`config.mk`:
```
export PLATFORM = sky130hd
export DESIGN_NAME = serial_tx
export DESIGN_NICKNAME = d
export VERILOG_FILES = /design/src/rtl/serial_pkg.sv /design/src/rtl/bit_timer.sv /design/src/rtl/serial_tx.sv
export SDC_FILE = /design/constraint.sdc
export NUM_CORES = 1
export LEC_CHECK = 0
export ABC_AREA = 1
export ABC_CLOCK_PERIOD_IN_PS = 4000
export BUFFER_PORTS_ARGS = -buffer_cell sky130_fd_sc_hd__buf_2
export CORE_MARGIN = 1
export CORE_UTILIZATION = 48
export CTS_BUF_LIST = sky130_fd_sc_hd__clkbuf_16
export DETAILED_ROUTE_END_ITERATION = 16
export PLACE_DENSITY = 0.68
export SYNTH_ARGS = -nofsm -noshare
export SYNTH_HDL_FRONTEND = slang
export SYNTH_SLANG_ARGS = --single-unit
```
`constraint.sdc`:
```
create_clock -name clk -period 4 [get_ports clk]
set_input_delay 1.2 -clock clk [delete_from_list [all_inputs] [get_ports clk]]
set_output_delay 1.2 -clock clk [all_outputs]
set_load 0.02 [all_outputs]
```
`src/rtl/serial_pkg.sv`:
```
// serial_pkg
//   Definitions shared by the serial transmitter and the matching receiver:
//   the frame state encoding and the fixed line levels of the frame.
//   No ports (package).
package serial_pkg;

    // 3-bit frame state encoding. ST_PARITY exists only in builds with
    // parity enabled, but the encoding is fixed so both ends agree.
    typedef enum logic [2:0] {
        ST_IDLE   = 3'd0,
        ST_START  = 3'd1,
        ST_DATA   = 3'd2,
        ST_PARITY = 3'd3,
        ST_STOP   = 3'd4
    } state_t;

    localparam logic LINE_IDLE = 1'b1;
    localparam logic START_BIT = 1'b0;
    localparam logic STOP_BIT  = 1'b1;

endpackage

```
`src/rtl/bit_timer.sv`:
```
// bit_timer
//   Bit-period timer. Counts 0..CLKS_PER_BIT-1 and wraps. The tick output
//   is high during the last clock of every bit period. It is used by the
//   transmitter and reused by the receiver.
// Ports
//   clk    in   clock, rising edge
//   n_rst  in   asynchronous active-low reset, clears the count
//   clear  in   hold the count at 0 (no tick while asserted)
//   tick   out  high on the wrap cycle of the bit period
module bit_timer #(
    parameter int CLKS_PER_BIT = 4
) (
    input  logic clk,
    input  logic n_rst,
    input  logic clear,
    output logic tick
);

    localparam int CNT_W = $clog2(CLKS_PER_BIT + 1);
    localparam logic [CNT_W-1:0] LAST = CNT_W'(CLKS_PER_BIT - 1);

    logic [CNT_W-1:0] count;

    // Free-running period counter. Clear parks it at 0, so the first period
    // after clear is released always lasts a full CLKS_PER_BIT clocks.
    always_ff @(posedge clk or negedge n_rst) begin
        if (!n_rst) begin
            count <= '0;
        end else if (clear || (count == LAST)) begin
            count <= '0;
        end else begin
            count <= count + CNT_W'(1);
        end
    end

    // With CLKS_PER_BIT=1 the count stays at 0 and every clock is a tick.
    assign tick = !clear && (count == LAST);

endmodule

```
`src/rtl/serial_tx.sv`:
```
// serial_tx
//   Frame transmitter. It takes a parallel byte through a valid/ready
//   handshake and shifts the byte out on one serial line as:
//   start(0), DATA_W data bits LSB first, optional even parity, stop(1).
//   The line idles high, and each bit is held for CLKS_PER_BIT clocks.
// Configuration
//   PARITY_EN (define) inserts an even-parity bit between data and stop.
// Ports
//   clk       in   clock, rising edge
//   n_rst     in   asynchronous active-low reset
//   tx_valid  in   tx_data holds a frame to send
//   tx_data   in   payload, sampled only on the accept edge
//   tx_ready  out  high only in IDLE (decoded from the state register)
//   tx_dout   out  serial line, registered
//   tx_busy   out  registered, high from the accept edge to the end of the stop bit
//   tx_done   out  registered one-cycle pulse after the stop bit completes
module serial_tx
    import serial_pkg::*;
#(
    parameter int DATA_W       = 8,
    parameter int CLKS_PER_BIT = 4
) (
    input  logic              clk,
    input  logic              n_rst,
    input  logic              tx_valid,
    input  logic [DATA_W-1:0] tx_data,
    output logic              tx_ready,
    output logic              tx_dout,
    output logic              tx_busy,
    output logic              tx_done
);

    localparam int IDX_W = (DATA_W > 1) ? $clog2(DATA_W) : 1;
    localparam logic [IDX_W-1:0] IDX_LAST = IDX_W'(DATA_W - 1);

    state_t            state;
    logic [DATA_W-1:0] shift_reg;
    logic [IDX_W-1:0]  bit_idx;
    logic              tick;
`ifdef PARITY_EN
    logic              parity_bit;
`endif

    // The timer is held in IDLE, so START always gets a full bit period
    // that counts from the accept edge.
    bit_timer #(
        .CLKS_PER_BIT (CLKS_PER_BIT)
    ) u_bit_timer (
        .clk   (clk),
        .n_rst (n_rst),
        .clear (state == ST_IDLE),
        .tick  (tick)
    );

    assign tx_ready = (state == ST_IDLE);

    // Frame sequencer. The line value for the next bit is registered on the
    // tick that ends the current bit. The shift register is consumed from
    // bit 0 upward, so the payload goes out LSB first.
    always_ff @(posedge clk or negedge n_rst) begin
        if (!n_rst) begin
            state     <= ST_IDLE;
            shift_reg <= '0;
            bit_idx   <= '0;
            tx_dout   <= LINE_IDLE;
            tx_busy   <= 1'b0;
            tx_done   <= 1'b0;
`ifdef PARITY_EN
            parity_bit <= 1'b0;
`endif
        end else begin
            tx_done <= 1'b0;
            case (state)
                ST_IDLE: begin
                    if (tx_valid) begin
                        shift_reg <= tx_data;
                        bit_idx   <= '0;
                        state     <= ST_START;
                        tx_dout   <= START_BIT;
                        tx_busy   <= 1'b1;
`ifdef PARITY_EN
                        parity_bit <= ^tx_data;
`endif
                    end
                end
                ST_START: begin
                    if (tick) begin
                        state     <= ST_DATA;
                        tx_dout   <= shift_reg[0];
                        shift_reg <= shift_reg >> 1;
                    end
                end
                ST_DATA: begin
                    if (tick) begin
                        if (bit_idx == IDX_LAST) begin
`ifdef PARITY_EN
                            state   <= ST_PARITY;
                            tx_dout <= parity_bit;
`else
                            state   <= ST_STOP;
                            tx_dout <= STOP_BIT;
`endif
                        end else begin
                            bit_idx   <= bit_idx + IDX_W'(1);
                            tx_dout   <= shift_reg[0];
                            shift_reg <= shift_reg >> 1;
                        end
                    end
                end
`ifdef PARITY_EN
                ST_PARITY: begin
                    if (tick) begin
                        state   <= ST_STOP;
                        tx_dout <= STOP_BIT;
                    end
                end
`endif
                ST_STOP: begin
                    if (tick) begin
                        state   <= ST_IDLE;
                        tx_busy <= 1'b0;
                        tx_done <= 1'b1;
                    end
                end
                default: begin
                    state   <= ST_IDLE;
                    tx_dout <= LINE_IDLE;
                    tx_busy <= 1'b0;
                end
            endcase
        end
    end

endmodule

```
==> flow_metrics.py, run 1 <==
metrics = {
    "global_routing": {
        "overflow": 0,
        "grt_use_total_pct": 20.4,
        "antenna_found_initial": 0,
        "grt_max_degree": 21,
        "grt_pass1_vias": 912,
        "grt_pass1_wl_um": 3840,
    },
    "synth": {
        "syn_inst": 151,
        "post_synth.cell_area_avg_sq_um": 7.57,
        "ys_warn_count": 0,
        "yosysUniqueCellTypes": 22,
        "yosysSeqAreaShare_pct": 43.9,
        "syn_nets": 166,
        "ys_ff_latch": 20,
        "netlist_area_sq_mm": 0.00114,
    },
    "worst_setup_path": {
        "critical_path.max_stage_delay_ns": 0.44,
        "crit_type": "reg -> out",
        "r2r_slack_ns": 2.06,
        "cp_max_fo": 7,
        "critPathBufInv": 2,
        "cpMaxStageDelayCell": "dfrtp_1",
        "critPathCaptureType": "output port",
        "rr_endpoint": "tx_dout",
        "cp_data_required_time_ns": 2.80,
        "worstReg2RegStart": "state[0]",
        "worst_setup_path_start_kind": "flop",
        "worstPathArrival_ns": 1.26,
        "critical-path-top-delay-family": "flip-flops",
        "crit_path_cell_trace": "nor2_2 -> nand2_1 -> inv_1 -> buf_2",
        "ff2ff_path_depth": 8,
    },
    "cts": {
        "clock_latency_ns": 0.26,
        "htreeDepth": 1,
        "cts_sinks": 20,
        "cts_made_buffers": 3,
        "hold_buffers": 0,
        "cts_setup_buffers": 0,
        "clock_path_buffers": 2,
        "ctsResizeCount": 0,
        "clkTransAtPathRegs_ns": 0.06,
        "cts_root_buf": "clkbuf_16",
        "cts_tree": "built",
    },
    "timing": {
        "worstMarginPinSlew_ns": 0.498,
        "hold_viol_final": 0,
        "fin_crit_sh_pct": 61.4,
        "period_needed_ns": 2.46,
        "finalSetupViolations": 0,
        "drv_slew": 0,
        "holdWs_ns": 0.431,
        "slew_headroom_pct": 66.7,
        "rsz0062_at_grt": "false",
        "max_freq_mhz": 407,
        "fin_skew_ns": 0.00185,
        "finalSetupTns_ns": 0,
    },
    "route": {
        "totalWireLength_um": 2230,
        "dr.pass1.iters": 4,
        "drt_iter0_drc": 16,
        "drcViolationCount": 0,
        "wl_per_cell_um": 11.5,
        "num_vias": 1004,
        "ant_nets": 0,
        "routed_via_density": 5.18,
    },
    "placed_design": {
        "portBuffers": 14,
        "place_hpwl_um": 1550,
        "gp_congestion": 0.833,
    },
    "power_and_ir_drop": {
        "p_leak_nw": 0.782,
        "powerDensity_mw_per_mm2": 844,
        "vdd_drop_max_mv": 0.508,
    },
    "die": {
        "die_y_um": 50.8,
        "rows": 17,
        "die_x_um": 50.8,
        "start_util_pct": 51.2,
        "core_area_sq_mm": 0.00223,
        "dieArea_sq_mm": 0.00258,
        "io_pins": 15,
    },
    "final_layout": {
        "drive_above_1_share_pct": 16.3,
        "fillers": 218,
        "antennaDiodeCount": 0,
        "final_nets": 182,
        "area.growth.synth_to_final_pct": 16.3,
        "multi_input_area_sq_um": 536,
        "regArea_sq_um": 502,
        "largest_reg_flops": 8,
    },
    "hold_path": {
        "worst_hold_path_type": "reg -> reg",
        "hold_start": "u_bit_timer.count[0]",
        "min_path_cells": 1,
        "hold_end": "u_bit_timer.count[0]",
    },
    "run": {
        "maxCapViolCount": 0,
    },
    "status": {
        "status": "finished clean",
    },
}
cells in the mapped netlist, drive strengths merged:
cell,n,area (sq um)
nand4,1,6.26
o21ai,6,30.0
nand3,16,97.6
nor2,12,57.6
o21bai,8,60.1
inv,22,82.6
buf,3,23.8
nor4,1,6.26
a21oi,1,5.00
dfstp,1,26.3
nand3b,1,7.51
ha,4,50.1
dfrtp,19,475
nand2,56,215
cell families after synthesis:
family / after synthesis / share of synthesized area [%]
DFF: 20 / 43.9
AOI/OAI and AO/OA: 15 / 8.31
adders and majority gates: 4 / 4.38
buffers and inverters: 25 / 9.30
and+or+nand+nor: 87 / 34.1
where the power goes:
part / internal (mW) / leakage, nW / switching [mW]
combinational: 0.169 / 0.474 / 0.344
clock: 0.199 / 0.0511 / 0.0796
sequential: 0.283 / 0.256 / 0.0471
layer usage:
layer	up-vias	track usage, %	wire length (um)
met5	-	0	0
met4	0	11.1	45
met3	5	4.17	94
met2	27	34.0	1100
met1	470	24.6	991
li1	502	-	-
how the worst max path moves through the flow:
stage / endpoint / cells past startpoint / from
after detailed placement: tx_ready / 4 / state[1]
after global placement: tx_ready / 4 / state[1]
after CTS: tx_ready / 4 / state[1]
after floorplan: tx_ready / 3 / state[1]
final: tx_ready / 4 / state[1]
after global routing: tx_ready / 4 / state[1]
layout make-up:
class                           count  share of cell area, %
Clock buffer                        3                   5.64
Clock inverter                      1                   2.26
Inverter                           22                   6.21
Multi-Input combinational cell    106                   40.3
Sequential cell                    20                   37.7
Tap cell                           28                   2.63
Timing Repair Buffer               14                   5.27
per-stage QoR:
stage	cells	utilization [%]	total power, mW	setup slack, ns	area [sq um]
floorplan	151	-	0.745	1.94	1140
global placement	190	54.8	0.834	1.85	1220
detailed placement	190	54.8	0.850	1.83	1220
CTS	194	59.6	1.14	1.54	1330
global route	194	59.6	1.22	1.43	1330
finish	194	59.6	1.12	1.54	1330
layout by cell type, fill, tap and decap left out:
master,Yosys,layout
nand4_1,1,1
o21bai_1,8,8
ha_1,4,4
nand3b_1,1,1
nand3_4,1,1
bufinv_16,0,1
buf_2,1,14
nor2_1,9,9
nor2_4,1,1
inv_2,1,1
inv_1,21,21
clkbuf_16,0,3
nor2_2,2,2
nand2_1,54,54
o21ai_0,6,6
nor4_1,1,1
dfrtp_1,19,19
dfstp_2,1,1
nand3_2,1,1
nand3_1,14,14
a21oi_1,1,1
nand2_2,2,2
Power figures use the tool's default switching activity.
==> inputs of run 2 (changes only) <==
--- a/config.mk
+++ b/config.mk
@@ -5,14 +5,14 @@
 export SDC_FILE = /design/constraint.sdc
 export NUM_CORES = 1
 export LEC_CHECK = 0
-export ABC_AREA = 1
-export ABC_CLOCK_PERIOD_IN_PS = 4000
+export ABC_AREA = 0
+export ABC_CLOCK_PERIOD_IN_PS = 2150
 export BUFFER_PORTS_ARGS = -buffer_cell sky130_fd_sc_hd__buf_2
 export CORE_MARGIN = 1
 export CORE_UTILIZATION = 48
 export CTS_BUF_LIST = sky130_fd_sc_hd__clkbuf_16
 export DETAILED_ROUTE_END_ITERATION = 16
-export PLACE_DENSITY = 0.68
+export PLACE_DENSITY = 0.71
 export SYNTH_ARGS = -nofsm -noshare
 export SYNTH_HDL_FRONTEND = slang
 export SYNTH_SLANG_ARGS = --single-unit
==> constraint.sdc (replaced) <==
create_clock -name clk -period 2.15 [get_ports clk]
set_input_delay 0.645 -clock clk [delete_from_list [all_inputs] [get_ports clk]]
set_output_delay 0.645 -clock clk [all_outputs]
set_load 0.02 [all_outputs]
==> run 2 against run 1 <==
Effect of this change:
- critical endpoint unchanged
- clock skew up 0.0020 ns
- utilization down 1.4 points
- largest cell class unchanged
- first-iteration DRC count shrank 75%
- clock-buffer cell count is the same
- wire length shrank 19%
- synthesized area decreased by 1.6%
==> flow_metrics.py, run 2 <==
metrics = {
    "status": {
        "status": "finished clean",
    },
    "die": {
        "die_x_um": 50.4,
        "dieArea_sq_mm": 0.00254,
        "core_area_sq_mm": 0.00221,
        "rows": 17,
        "start_util_pct": 50.8,
        "die_y_um": 50.4,
        "io_pins": 15,
    },
    "power_and_ir_drop": {
        "power.internal_mw": 1.24,
        "p_leak_nw": 0.600,
        "seqPwrFrac_pct": 33.5,
        "swShare_pct": 33.0,
        "p_switching_uw": 611,
        "pwr-share-clk_pct": 20.4,
        "vdd_drop_max_mv": 0.659,
        "combPwrFrac_pct": 46.1,
        "powerDensity_mw_per_mm2": 1440,
    },
    "run": {
        "maxCapViolCount": 0,
    },
    "route": {
        "totalWireLength_um": 1800,
        "drt_iter0_drc": 4,
        "num_vias": 730,
        "ant_nets": 0,
        "routed_via_density": 5.29,
        "wl_per_cell_um": 13.1,
        "drcViolationCount": 0,
        "dr.pass1.iters": 3,
    },
    "synth": {
        "yosys.area.top_type_share_pct": 42.3,
        "synth_edf_count": 0,
        "ys.flop_type": "dfrtp_1",
        "synth_common_cells": "dfrtp_1, mux2_4",
        "syn_inst": 95,
        "yosysMostFrequentCell": "dfrtp_1",
        "ys_warn_count": 0,
        "post_synth.cell_area_avg_sq_um": 11.8,
        "synth_area_leader_cell": "dfrtp_1",
        "async_reset_ff_share_pct": 100,
        "synth_area_leaders": "dfrtp_1, mux2_4, mux2_1",
        "yosysUniqueCellTypes": 32,
        "netlist_area_sq_mm": 0.00112,
        "syn_nets": 110,
        "yosysSeqAreaShare_pct": 44.6,
        "ys_ff_latch": 20,
    },
    "timing": {
        "setup_slack_ns": 0.201,
        "fin_skew_ns": 0.00381,
        "worstMarginPinSlew_ns": 0.514,
        "rsz0062_at_grt": "false",
        "hold_viol_final": 0,
        "finalSetupTns_ns": 0,
        "max_freq_mhz": 513,
        "drv_slew": 0,
        "finalSetupViolations": 0,
        "period_needed_ns": 1.95,
        "slew_headroom_pct": 65.7,
        "fin_crit_sh_pct": 90.6,
    },
    "placed_design": {
        "portBuffers": 14,
        "dp_slack_ns": 0.231,
        "dpl-instance-area_sq_mm": 0.00121,
        "gp_congestion": 0.714,
        "place_hpwl_um": 1320,
    },
    "final_layout": {
        "design_area_sq_mm": 0.00129,
        "drive_above_1_share_pct": 31.8,
        "largest_reg_flops": 8,
        "final_common_cell": "dfrtp_1",
        "final_cell_mix": "dfrtp_1, buf_2, mux2_4",
        "area.growth.synth_to_final_pct": 14.5,
        "antennaDiodeCount": 0,
        "final_nets": 126,
    },
    "hold_path": {
        "worst_hold_path_type": "in -> async",
    },
    "global_routing": {
        "antenna_found_initial": 0,
        "grt_use_total_pct": 17.6,
        "grt_max_degree": 21,
        "grt_pass1_wl_um": 3280,
        "grt_pass1_vias": 770,
        "overflow": 0,
    },
    "cts": {
        "cts_tree": "built",
        "cts_made_buffers": 3,
        "htreeDepth": 1,
        "ctsResizeCount": 0,
        "cts_sinks": 20,
        "hold_buffers": 0,
        "clock_latency_ns": 0.25,
        "clkTransAtPathRegs_ns": 0.05,
        "cts_setup_buffers": 0,
        "cts_root_buf": "clkbuf_16",
        "clock_path_buffers": 2,
    },
    "worst_setup_path": {
        "cp_max_fo": 11,
        "critPathCaptureType": "output port",
        "cp_data_required_time_ns": 1.50,
        "worst_setup_path_start_kind": "flop",
        "crit_type": "reg -> out",
        "worstPathArrival_ns": 1.30,
    },
}
[run 2: cell types whose count changed after synthesis, sizes merged, moves of 3 or more]
cell    delta
nand2     -49
inv       -19
mux2      +15
nand3     -14
o21bai     -8
nor2       -7
nor3       +6
a21oi      +5
buf        +3
[run 2: power by group through the flow]
stage	combinational, mW	sequential [mW]	clock [mW]
2_1_floorplan	0.769	0.585	0
6_report	0.854	0.621	0.379
5_1_grt	0.951	0.640	0.403
4_1_cts	0.872	0.623	0.394
3_5_place_dp	0.869	0.630	0
3_3_place_gp	0.841	0.620	0
[run 2: layer usage]
metal | global-route usage (%) | wire (um) | up-vias
met1 | 19.1 | 838 | 342
met3 | 3.64 | 58 | 2
met5 | 0 | 0 | -
met2 | 32.9 | 886 | 14
met4 | 6.94 | 22 | 0
li1 | - | - | 372
[run 2: final timing paths]
path	start	endpoint	slack [ns]	cells after the start
max	state[2]	tx_ready	0.20	2
min	n_rst	shift_reg[5]	0.33	1
max reg2reg	u_bit_timer.count[0]	shift_reg[5]	0.22	6
min reg2reg	u_bit_timer.count[0]	u_bit_timer.count[0]	0.45	1
max in group asynchronous	n_rst	tx_dout	1.48	1
min in group clk	u_bit_timer.count[0]	u_bit_timer.count[0]	0.45	1
[run 2: kinds of logic after synthesis]
group,count (synthesis),synth area share (%)
xor gates and xnor gates,1,2.45
AOI/OAI and AO/OA,16,9.23
DFF,20,44.6
adders and majority gates,4,4.45
buffers and inverters,9,4.89
and+or+nand+nor,28,14.9
muxes,17,19.5
[run 2: final cells by class]
class	instances	area, sq um
well taps	28	35.0
fillers	196	925
multi-input cells	66	568
repair buffers	17	92.6
flip-flops and latches	20	502
clock inverters	1	3.75
inverters	3	11.3
clock buffers	3	75.1
[run 2: metrics by stage]
| stage | cells | power [mW] | hold slack [ns] | utilization [%] |
|---|---|---|---|---|
| 6_report | 138 | 1.85 | 0.333 | 58.2 |
| 5_1_grt | 138 | 1.99 | 0.376 | 58.2 |
| 4_1_cts | 138 | 1.89 | 0.349 | 58.2 |
| 3_5_place_dp | 134 | 1.50 | 0.442 | 54.6 |
| 3_3_place_gp | 134 | 1.46 | 0.420 | 54.6 |
| 2_1_floorplan | 95 | 1.35 | 0.349 | - |
[run 2: critical path, cell delays in order, from the launching register on]
cell     delay (ns)
dfrtp_1        0.56
nor3_1         0.28
buf_2          0.21
